## src/rtl/wr_port_sched_if.sv

```systemverilog
`default_nettype none
// ============================================================================
//  Module      : wr_port_sched_if
//  Description : Bundles the signals between the write-port scheduler, the
//                three video write ports and the AXI write controller.
//                master : scheduler side (drives the burst command)
//                slave  : port / write-controller side
//  Signals     : port_req[2:0]       port n holds at least one full burst
//                port_frame_rst[2:0] one-cycle frame restart per port
//                wr_cmd_done         one-cycle burst-complete pulse
//                wr_en               one-cycle burst command strobe
//                wr_addr             burst start address
//                wr_id / wr_len      burst ID {2'b00,port} / beats-1
//                wr_port / grant     current owner (binary / one-hot)
//                frame_done[2:0]     last burst of a frame written
//                buf_idx[2:0]        ping-pong buffer in use per port
//                wr_timeout          burst aborted
//  Revision    : 1.0  initial release
// ============================================================================
interface wr_port_sched_if #(
    parameter int CTRL_ADDR_WIDTH = 28
) ();
    logic [2:0]                 port_req;
    logic [2:0]                 port_frame_rst;
    logic                       wr_cmd_done;
    logic                       wr_en;
    logic [CTRL_ADDR_WIDTH-1:0] wr_addr;
    logic [3:0]                 wr_id;
    logic [3:0]                 wr_len;
    logic [1:0]                 wr_port;
    logic [2:0]                 grant;
    logic [2:0]                 frame_done;
    logic [2:0]                 buf_idx;
    logic                       wr_timeout;

    modport master (
        input  port_req, port_frame_rst, wr_cmd_done,
        output wr_en, wr_addr, wr_id, wr_len, wr_port, grant,
               frame_done, buf_idx, wr_timeout
    );

    modport slave (
        output port_req, port_frame_rst, wr_cmd_done,
        input  wr_en, wr_addr, wr_id, wr_len, wr_port, grant,
               frame_done, buf_idx, wr_timeout
    );
endinterface
`default_nettype wire

```

## src/rtl/wr_port_sched.sv

```systemverilog
`default_nettype none
// ============================================================================
//  Module      : wr_port_sched
//  Description : Round-robin write-port scheduler for the DDR frame-buffer
//                write path. Picks one of three requesting video ports,
//                issues a single burst command, waits for completion (or
//                aborts after TIMEOUT cycles) and maintains per-port burst
//                address, frame position and ping-pong buffer index.
//  Ports       : clk    system clock
//                rst_n  asynchronous active-low reset
//                bus    wr_port_sched_if.master (requests, restarts, burst
//                       command, grant, frame/buffer status, timeout)
//  Revision    : 1.0  initial release
// ============================================================================
module wr_port_sched #(
    parameter int                         CTRL_ADDR_WIDTH = 28,
    parameter int                         BURST_LEN       = 16,
    parameter int                         BURST_ADDR_INC  = 128,
    parameter int                         FRAME_BURSTS    = 14400,
    parameter logic [CTRL_ADDR_WIDTH-1:0] FRAME_SIZE      = 28'h0200000,
    parameter logic [CTRL_ADDR_WIDTH-1:0] PORT0_BASE      = 28'h0000000,
    parameter logic [CTRL_ADDR_WIDTH-1:0] PORT1_BASE      = 28'h0400000,
    parameter logic [CTRL_ADDR_WIDTH-1:0] PORT2_BASE      = 28'h0800000,
    parameter int                         TIMEOUT         = 1023
) (
    input  wire logic          clk,
    input  wire logic          rst_n,
    wr_port_sched_if.master    bus
);

    localparam logic [1:0] S_IDLE  = 2'd0;
    localparam logic [1:0] S_ISSUE = 2'd1;
    localparam logic [1:0] S_BUSY  = 2'd2;

    localparam int CNT_W = (FRAME_BURSTS > 1) ? $clog2(FRAME_BURSTS) : 1;
    localparam int TO_W  = (TIMEOUT > 1) ? $clog2(TIMEOUT + 1) : 1;

    localparam logic [CNT_W-1:0]           LAST_BURST = CNT_W'(FRAME_BURSTS - 1);
    localparam logic [TO_W-1:0]            TO_LAST    = TO_W'(TIMEOUT - 1);
    localparam logic [CTRL_ADDR_WIDTH-1:0] ADDR_INC   = CTRL_ADDR_WIDTH'(BURST_ADDR_INC);
    localparam logic [3:0]                 LEN_VAL    = 4'(BURST_LEN - 1);

    function automatic logic [CTRL_ADDR_WIDTH-1:0] port_base(input logic [1:0] n);
        case (n)
            2'd0:    return PORT0_BASE;
            2'd1:    return PORT1_BASE;
            default: return PORT2_BASE;
        endcase
    endfunction

    // Start address of buffer b of port n (burst 0 of a frame).
    function automatic logic [CTRL_ADDR_WIDTH-1:0] frame_start(input logic [1:0] n,
                                                               input logic       b);
        return port_base(n) + (b ? FRAME_SIZE : '0);
    endfunction

    logic [1:0]                 state_q,     state_d;
    logic [1:0]                 last_port_q, last_port_d;
    logic [1:0]                 wr_port_q,   wr_port_d;
    logic [2:0]                 grant_q,     grant_d;
    logic [CTRL_ADDR_WIDTH-1:0] wr_addr_q,   wr_addr_d;
    logic                       wr_en_q,     wr_en_d;
    logic [TO_W-1:0]            to_cnt_q,    to_cnt_d;
    logic [CNT_W-1:0]           burst_cnt_q [0:2];
    logic [CNT_W-1:0]           burst_cnt_d [0:2];
    logic [CTRL_ADDR_WIDTH-1:0] addr_q      [0:2];
    logic [CTRL_ADDR_WIDTH-1:0] addr_d      [0:2];
    logic [2:0]                 buf_idx_q,    buf_idx_d;
    logic [2:0]                 pend_q,       pend_d;
    logic [2:0]                 frame_done_q, frame_done_d;
    logic                       wr_timeout_q, wr_timeout_d;

    // Burst retirement (completion or abort) for the port owning the path.
    logic                       retire;
    logic                       found;
    logic [1:0]                 win;
    int                         cand;

    always_comb begin
        state_d      = state_q;
        last_port_d  = last_port_q;
        wr_port_d    = wr_port_q;
        grant_d      = grant_q;
        wr_addr_d    = wr_addr_q;
        wr_en_d      = 1'b0;
        to_cnt_d     = to_cnt_q;
        buf_idx_d    = buf_idx_q;
        pend_d       = pend_q;
        frame_done_d = '0;
        wr_timeout_d = 1'b0;
        retire       = 1'b0;
        found        = 1'b0;
        win          = 2'd0;
        cand         = 0;
        for (int n = 0; n < 3; n++) begin
            burst_cnt_d[n] = burst_cnt_q[n];
            addr_d[n]      = addr_q[n];
        end

        // Restarts of ports not owning the path take effect at once; the
        // owner defers its restart until the burst in flight retires.
        for (int n = 0; n < 3; n++) begin
            if (bus.port_frame_rst[n]) begin
                if (grant_q[n]) begin
                    pend_d[n] = 1'b1;
                end else begin
                    burst_cnt_d[n] = '0;
                    addr_d[n]      = frame_start(2'(n), buf_idx_q[n]);
                end
            end
        end

        case (state_q)
            S_IDLE: begin
                for (int k = 1; k <= 3; k++) begin
                    cand = (int'(last_port_q) + k) % 3;
                    if (!found && bus.port_req[cand]) begin
                        found = 1'b1;
                        win   = 2'(cand);
                    end
                end
                if (found) begin
                    wr_port_d = win;
                    grant_d   = 3'b001 << win;
                    // addr_d already reflects a restart arriving this cycle
                    wr_addr_d = addr_d[win];
                    wr_en_d   = 1'b1;
                    state_d   = S_ISSUE;
                end
            end
            S_ISSUE: begin
                to_cnt_d = '0;
                state_d  = S_BUSY;
            end
            S_BUSY: begin
                // Completion wins over a timeout expiring in the same cycle.
                if (bus.wr_cmd_done) begin
                    retire      = 1'b1;
                    last_port_d = wr_port_q;
                end else if (to_cnt_q == TO_LAST) begin
                    retire       = 1'b1;
                    wr_timeout_d = 1'b1;
                end else begin
                    to_cnt_d = to_cnt_q + TO_W'(1);
                end
            end
            default: state_d = S_IDLE;
        endcase

        if (retire) begin
            grant_d = '0;
            state_d = S_IDLE;
            if (pend_q[wr_port_q] || bus.port_frame_rst[wr_port_q]) begin
                // Restart overrides both the advance and the frame wrap.
                pend_d[wr_port_q]      = 1'b0;
                burst_cnt_d[wr_port_q] = '0;
                addr_d[wr_port_q]      = frame_start(wr_port_q, buf_idx_q[wr_port_q]);
            end else if (bus.wr_cmd_done) begin
                if (burst_cnt_q[wr_port_q] == LAST_BURST) begin
                    burst_cnt_d[wr_port_q]  = '0;
                    buf_idx_d[wr_port_q]    = ~buf_idx_q[wr_port_q];
                    addr_d[wr_port_q]       = frame_start(wr_port_q, ~buf_idx_q[wr_port_q]);
                    frame_done_d[wr_port_q] = 1'b1;
                end else begin
                    burst_cnt_d[wr_port_q] = burst_cnt_q[wr_port_q] + CNT_W'(1);
                    addr_d[wr_port_q]      = addr_q[wr_port_q] + ADDR_INC;
                end
            end
        end
    end

    always_ff @(posedge clk or negedge rst_n) begin
        if (!rst_n) begin
            state_q      <= S_IDLE;
            last_port_q  <= 2'd2;
            wr_port_q    <= 2'd0;
            grant_q      <= '0;
            wr_addr_q    <= '0;
            wr_en_q      <= 1'b0;
            to_cnt_q     <= '0;
            buf_idx_q    <= '0;
            pend_q       <= '0;
            frame_done_q <= '0;
            wr_timeout_q <= 1'b0;
            for (int n = 0; n < 3; n++) begin
                burst_cnt_q[n] <= '0;
                addr_q[n]      <= port_base(2'(n));
            end
        end else begin
            state_q      <= state_d;
            last_port_q  <= last_port_d;
            wr_port_q    <= wr_port_d;
            grant_q      <= grant_d;
            wr_addr_q    <= wr_addr_d;
            wr_en_q      <= wr_en_d;
            to_cnt_q     <= to_cnt_d;
            buf_idx_q    <= buf_idx_d;
            pend_q       <= pend_d;
            frame_done_q <= frame_done_d;
            wr_timeout_q <= wr_timeout_d;
            for (int n = 0; n < 3; n++) begin
                burst_cnt_q[n] <= burst_cnt_d[n];
                addr_q[n]      <= addr_d[n];
            end
        end
    end

    // wr_addr is held after the strobe; only meaningful while wr_en is high.
    assign bus.wr_en      = wr_en_q;
    assign bus.wr_addr    = wr_addr_q;
    assign bus.wr_id      = {2'b00, wr_port_q};
    assign bus.wr_len     = LEN_VAL;
    assign bus.wr_port    = wr_port_q;
    assign bus.grant      = grant_q;
    assign bus.frame_done = frame_done_q;
    assign bus.buf_idx    = buf_idx_q;
    assign bus.wr_timeout = wr_timeout_q;

endmodule
`default_nettype wire
```

## src/flat_wrapper.sv

```systemverilog
// flat-port wrapper written by rule: the top's interface ports become plain ports
module wr_port_sched_flat 
#(
    parameter int                         CTRL_ADDR_WIDTH = 28,
    parameter int                         BURST_LEN       = 16,
    parameter int                         BURST_ADDR_INC  = 128,
    parameter int                         FRAME_BURSTS    = 14400,
    parameter logic [CTRL_ADDR_WIDTH-1:0] FRAME_SIZE      = 28'h0200000,
    parameter logic [CTRL_ADDR_WIDTH-1:0] PORT0_BASE      = 28'h0000000,
    parameter logic [CTRL_ADDR_WIDTH-1:0] PORT1_BASE      = 28'h0400000,
    parameter logic [CTRL_ADDR_WIDTH-1:0] PORT2_BASE      = 28'h0800000,
    parameter int                         TIMEOUT         = 1023
)
  (clk, rst_n, bus_port_req, bus_port_frame_rst, bus_wr_cmd_done, bus_wr_en, bus_wr_addr, bus_wr_id, bus_wr_len, bus_wr_port, bus_grant, bus_frame_done, bus_buf_idx, bus_wr_timeout);
  wr_port_sched_if #(.CTRL_ADDR_WIDTH(CTRL_ADDR_WIDTH)) bus_i ();
  input  wire logic clk;
  input  wire logic rst_n;
  input wire logic [$bits(bus_i.port_req)-1:0] bus_port_req;
  input wire logic [$bits(bus_i.port_frame_rst)-1:0] bus_port_frame_rst;
  input wire logic [$bits(bus_i.wr_cmd_done)-1:0] bus_wr_cmd_done;
  output wire logic [$bits(bus_i.wr_en)-1:0] bus_wr_en;
  output wire logic [$bits(bus_i.wr_addr)-1:0] bus_wr_addr;
  output wire logic [$bits(bus_i.wr_id)-1:0] bus_wr_id;
  output wire logic [$bits(bus_i.wr_len)-1:0] bus_wr_len;
  output wire logic [$bits(bus_i.wr_port)-1:0] bus_wr_port;
  output wire logic [$bits(bus_i.grant)-1:0] bus_grant;
  output wire logic [$bits(bus_i.frame_done)-1:0] bus_frame_done;
  output wire logic [$bits(bus_i.buf_idx)-1:0] bus_buf_idx;
  output wire logic [$bits(bus_i.wr_timeout)-1:0] bus_wr_timeout;
  assign bus_i.port_req = bus_port_req;
  assign bus_i.port_frame_rst = bus_port_frame_rst;
  assign bus_i.wr_cmd_done = bus_wr_cmd_done;
  assign bus_wr_en = bus_i.wr_en;
  assign bus_wr_addr = bus_i.wr_addr;
  assign bus_wr_id = bus_i.wr_id;
  assign bus_wr_len = bus_i.wr_len;
  assign bus_wr_port = bus_i.wr_port;
  assign bus_grant = bus_i.grant;
  assign bus_frame_done = bus_i.frame_done;
  assign bus_buf_idx = bus_i.buf_idx;
  assign bus_wr_timeout = bus_i.wr_timeout;
  wr_port_sched #(.CTRL_ADDR_WIDTH(CTRL_ADDR_WIDTH), .BURST_LEN(BURST_LEN), .BURST_ADDR_INC(BURST_ADDR_INC), .FRAME_BURSTS(FRAME_BURSTS), .FRAME_SIZE(FRAME_SIZE), .PORT0_BASE(PORT0_BASE), .PORT1_BASE(PORT1_BASE), .PORT2_BASE(PORT2_BASE), .TIMEOUT(TIMEOUT)) u_core (.clk(clk), .rst_n(rst_n), .bus(bus_i));
endmodule
```

## config.mk

```make
export PLATFORM = sky130hd
export DESIGN_NAME = wr_port_sched_flat
export DESIGN_NICKNAME = d
export VERILOG_FILES = /design/src/rtl/wr_port_sched_if.sv /design/src/rtl/wr_port_sched.sv /design/src/flat_wrapper.sv
export SDC_FILE = /design/constraint.sdc
export NUM_CORES = 1
export LEC_CHECK = 0
export CELL_PAD_IN_SITES_DETAIL_PLACEMENT = 0
export CELL_PAD_IN_SITES_GLOBAL_PLACEMENT = 1
export CORE_ASPECT_RATIO = 0.75
export CORE_MARGIN = 2
export CORE_UTILIZATION = 39
export DETAILED_ROUTE_END_ITERATION = 6
export HOLD_SLACK_MARGIN = 0.06
export PLACE_DENSITY = 0.64
export SLEW_MARGIN = 20
export SYNTH_ARGS = -nofsm -noshare
export SYNTH_HDL_FRONTEND = slang
export SYNTH_SLANG_ARGS = --single-unit
export TNS_END_PERCENT = 100
```

## constraint.sdc

```tcl
create_clock -name clk -period 8.5 [get_ports clk]
set_input_delay 2.55 -clock clk [delete_from_list [all_inputs] [get_ports clk]]
set_output_delay 2.55 -clock clk [all_outputs]
set_load 0.05 [all_outputs]
```

==> out/qor.txt <==
XOR/XNOR share of the synthesized area -> 0.0324
Share of cells above drive strength 1 -> 0.0959
Slew Viols, Final -> 0
Multiplexer area fraction after synthesis -> 0.0488
Critical path class -> input port to flip-flop
Hold endpoint -> u_core.burst_cnt_q[8]
Worst slew margin -> 0.325
Pwr Total -> 3320 µW
Final instance area -> 11,000 µm²
Switching part of the total -> 0.447
Post-cts repair resize count -> 0
Net Sw Power -> 1480 µW
CTS Hold Bufs -> 0
Top-Level Pins -> 58
Post-Synth Adder-Cell Area -> 0.00879
Pin count of the biggest net entering global routing -> 114
Nets -> 1,003
# diodes -> 0
Type of origin of the critical path -> input port
First-pass GRT wire length -> 44,800 µm
Cell variety after synth -> 69
Met1 usage -> 0.343
Post-layout min period -> 5.75 ns
Post-Route Utilization -> 0.455
WHS -> 0.483 ns
Cell Pwr Density -> 303 nW/µm²
RSZ-0062 raised after global routing -> no
Most Crowded Layer GR -> met1
Clock Latency Late Sink -> 0.45 ns
Initial antenna violation count -> 0
Hold path depth -> 2
Main synth FF type -> dfrtp_1
R2r startpoint -> u_core.bus.wr_port[1]
Vias in the first global route -> 7,624
Routed length per instance -> 20.7 µm
Compound-Gate Fraction of Synth Area -> 0.234
Clock slew at reported path FFs -> 0.07 ns
Total GRT Usage -> 0.222
Reg power frac -> 0.340
Period utilization -> 0.676
Reg2reg setup slack -> 3.51 ns
GR Util met3 -> 0.0372
Max-Cap Viols -> 0
CTS Buffer Depth -> 2
H-tree Lvls -> 4
Core Rows -> 49
Clk network pwr share -> 0.252
Ys async rst share -> 1.00
Area post-placement -> 10,400 µm²
P&R area growth vs syn -> 13.4%
Final setup fails -> 0
Crit path max fanout -> 16
Internal power -> 1840 µW
DRC Markers -> 0
Overall overflow remaining after global route -> 0
Worst Path Required -> 8.84 ns
Crit. End Element -> flip-flop
Root Buffer -> clkbuf_16
Status -> completed
Vias per cell -> 5.86
Yosys warns -> 0
Clk sink count -> 184
Routed Antenna Nets -> 0
Reg2reg path depth -> 9
DR iter-0 viols -> 622
Worst vdd ir -> 0.229 mV
Max Clk Rate -> 174 MHz
Main combinational cell family by area after synthesis -> compound AO/OA/AOI/OAI gates
Starting Density -> 0.401
Min-delay src -> u_core.burst_cnt_q[8]
Post-synth EDFFs -> 0
Die Area -> 26,100 µm²
DR vias -> 7,809
GP Congestion -> 0.774
Met2 Use GR -> 0.320
Final hold violations -> 0
Crit path DAT -> 6.08 ns
CTS Buf Count -> 17
Port Buf Inserts -> 51
Die W -> 186 µm
Syn Area/Cell -> 9.91 µm²
Mapped Area -> 9680 µm²
Worst Max-Slew Pin Slew -> 1.01 ns
Layout Skew -> 0.0137 ns
Synth Instances -> 977
Combinational Power Share -> 0.407
Leakage -> 0.00441 µW
WL final -> 27,600 µm
R2r endpoint -> u_core.burst_cnt_q[35]
Simple-Gate Fraction of Synth Area -> 0.153
Post-CTS Setup Bufs -> 0
Setup TNS -> 0 ns
Die H -> 140 µm
TritonRoute pass-1 iters -> 5
Post-DP HPWL -> 17,300 µm
Worst min path class -> flip-flop to flip-flop
Core ar. -> 24,200 µm²
CTS tree -> built
Sequential area share after synthesis -> 0.476
FF+latch count, synth -> 184
-- kinds of logic after synthesis --
kind of cell               Yosys count
DFF                                184
buffers and inverters               91
AOI/OAI and AO/OA                  316
xor gates and xnor gates            35
and+or+nand+nor                    295
other                                2
adders and majority gates            7
muxes                               47
-- how the worst max path moves through the flow --
stage,from,cells after the start,end
final,bus_wr_cmd_done,7,u_core.addr_q[22]
after global routing,bus_wr_cmd_done,7,u_core.addr_q[22]
after CTS,bus_wr_cmd_done,7,u_core.burst_cnt_q[10]
after detailed placement,bus_wr_cmd_done,7,u_core.burst_cnt_q[10]
after global placement,bus_wr_cmd_done,7,u_core.addr_q[16]
after floorplan,bus_wr_cmd_done,9,u_core.addr_q[81]
-- metrics by stage --
stage | cells | setup WS (ns)
global placement | 1300 | 2.43
CTS | 1332 | 2.76
detailed placement | 1300 | 2.32
finish | 1332 | 2.75
floorplan | 981 | 4.20
global route | 1332 | 2.39
-- flip-flops by register name (all words and copies together), names as in the netlist --
name and cells:
u_core.state_q 2, u_core.addr_q 84, u_core.bus.wr_port 2, u_core.last_port_q 2, u_core.burst_cnt_q 42, u_core.bus.wr_addr 28, u_core.bus.wr_timeout 1, u_core.bus.grant 3
u_core.to_cnt_q 10, u_core.pend_q 3, u_core.bus.wr_en 1, u_core.bus.buf_idx 3, u_core.bus.frame_done 3
-- per-layer routing --
metal / wire, µm / vias up / part of all wire
li1: - / 3639 / -
met1: 14400 / 3970 / 0.52
met2: 11900 / 181 / 0.43
met3: 1080 / 19 / 0.039
met4: 287 / 0 / 0.010
met5: 0 / - / 0
-- power by group through the flow --
stage | combinational, µW | clock (µW) | sequential, µW
global route | 1460 | 899 | 1150
global placement | 1350 | 0 | 1150
finish | 1350 | 839 | 1130
detailed placement | 1360 | 0 | 1150
CTS | 1360 | 859 | 1130
floorplan | 708 | 0 | 1340
-- layout make-up --
class / instances / area [µm²]
multi-input cells: 706 / 4680
repair buffers: 65 / 619
fillers: 2375 / 13200
flip-flops and latches: 184 / 4610
clock buffers: 19 / 453
inverters: 14 / 52.6
well taps: 331 / 414
clock inverters: 13 / 156
-- synth_stat cells (4+ instances only) --
| cell | number | area [µm²] |
|---|---|---|
| xnor2_1 | 16 | 140 |
| ha_1 | 6 | 75.1 |
| nor2_1 | 71 | 267 |
| a21oi_1 | 47 | 235 |
| clkbuf_1 | 42 | 158 |
| xor2_1 | 18 | 158 |
| a22o_1 | 56 | 490 |
| and2_1 | 4 | 25.0 |
| inv_1 | 12 | 45.0 |
| and3_1 | 4 | 25.0 |
| a31oi_1 | 24 | 150 |
| nand3_1 | 23 | 115 |
| mux2i_1 | 45 | 450 |
| buf_4 | 8 | 60.1 |
| o2bb2ai_2 | 8 | 120 |
| buf_6 | 7 | 78.8 |
| a221oi_1 | 16 | 140 |
| nand2_1 | 113 | 424 |
| o22ai_1 | 14 | 87.6 |
| nor2b_1 | 7 | 43.8 |
| buf_1 | 5 | 18.8 |
| dfrtp_1 | 181 | 4530 |
| o2bb2ai_1 | 40 | 350 |
| nor4_1 | 11 | 68.8 |
| nand2b_1 | 9 | 56.3 |
| o21ai_0 | 64 | 320 |
| a32oi_1 | 17 | 149 |
| nor3_1 | 11 | 55.1 |
| nor2_2 | 4 | 25.0 |
| o21ai_1 | 11 | 55.1 |
| buf_2 | 14 | 70.1 |
| nand4_1 | 10 | 62.6 |
-- layout by cell type (no fill, tap or decap), drive strengths merged, types with 18 or more instances in the layout --
cell,instances
a21oi,47
a22o,56
a31oi,24
clkbuf,20
clkdlybuf4s50,50
dfrtp,181
inv,20
mux2i,45
nand2,113
nand3,23
nor2,75
o21ai,75
o2bb2ai,48
xor2,18
-- critical path, stage by stage --
cell,delay (ns)
clkdlybuf4s50_1,0.79
clkinv_1,0.48
nor2_1,0.46
nor2_1,0.21
nor2_2,0.38
nand4_1,0.77
o21ai_0,0.43
Power figures use the tool's default switching activity.
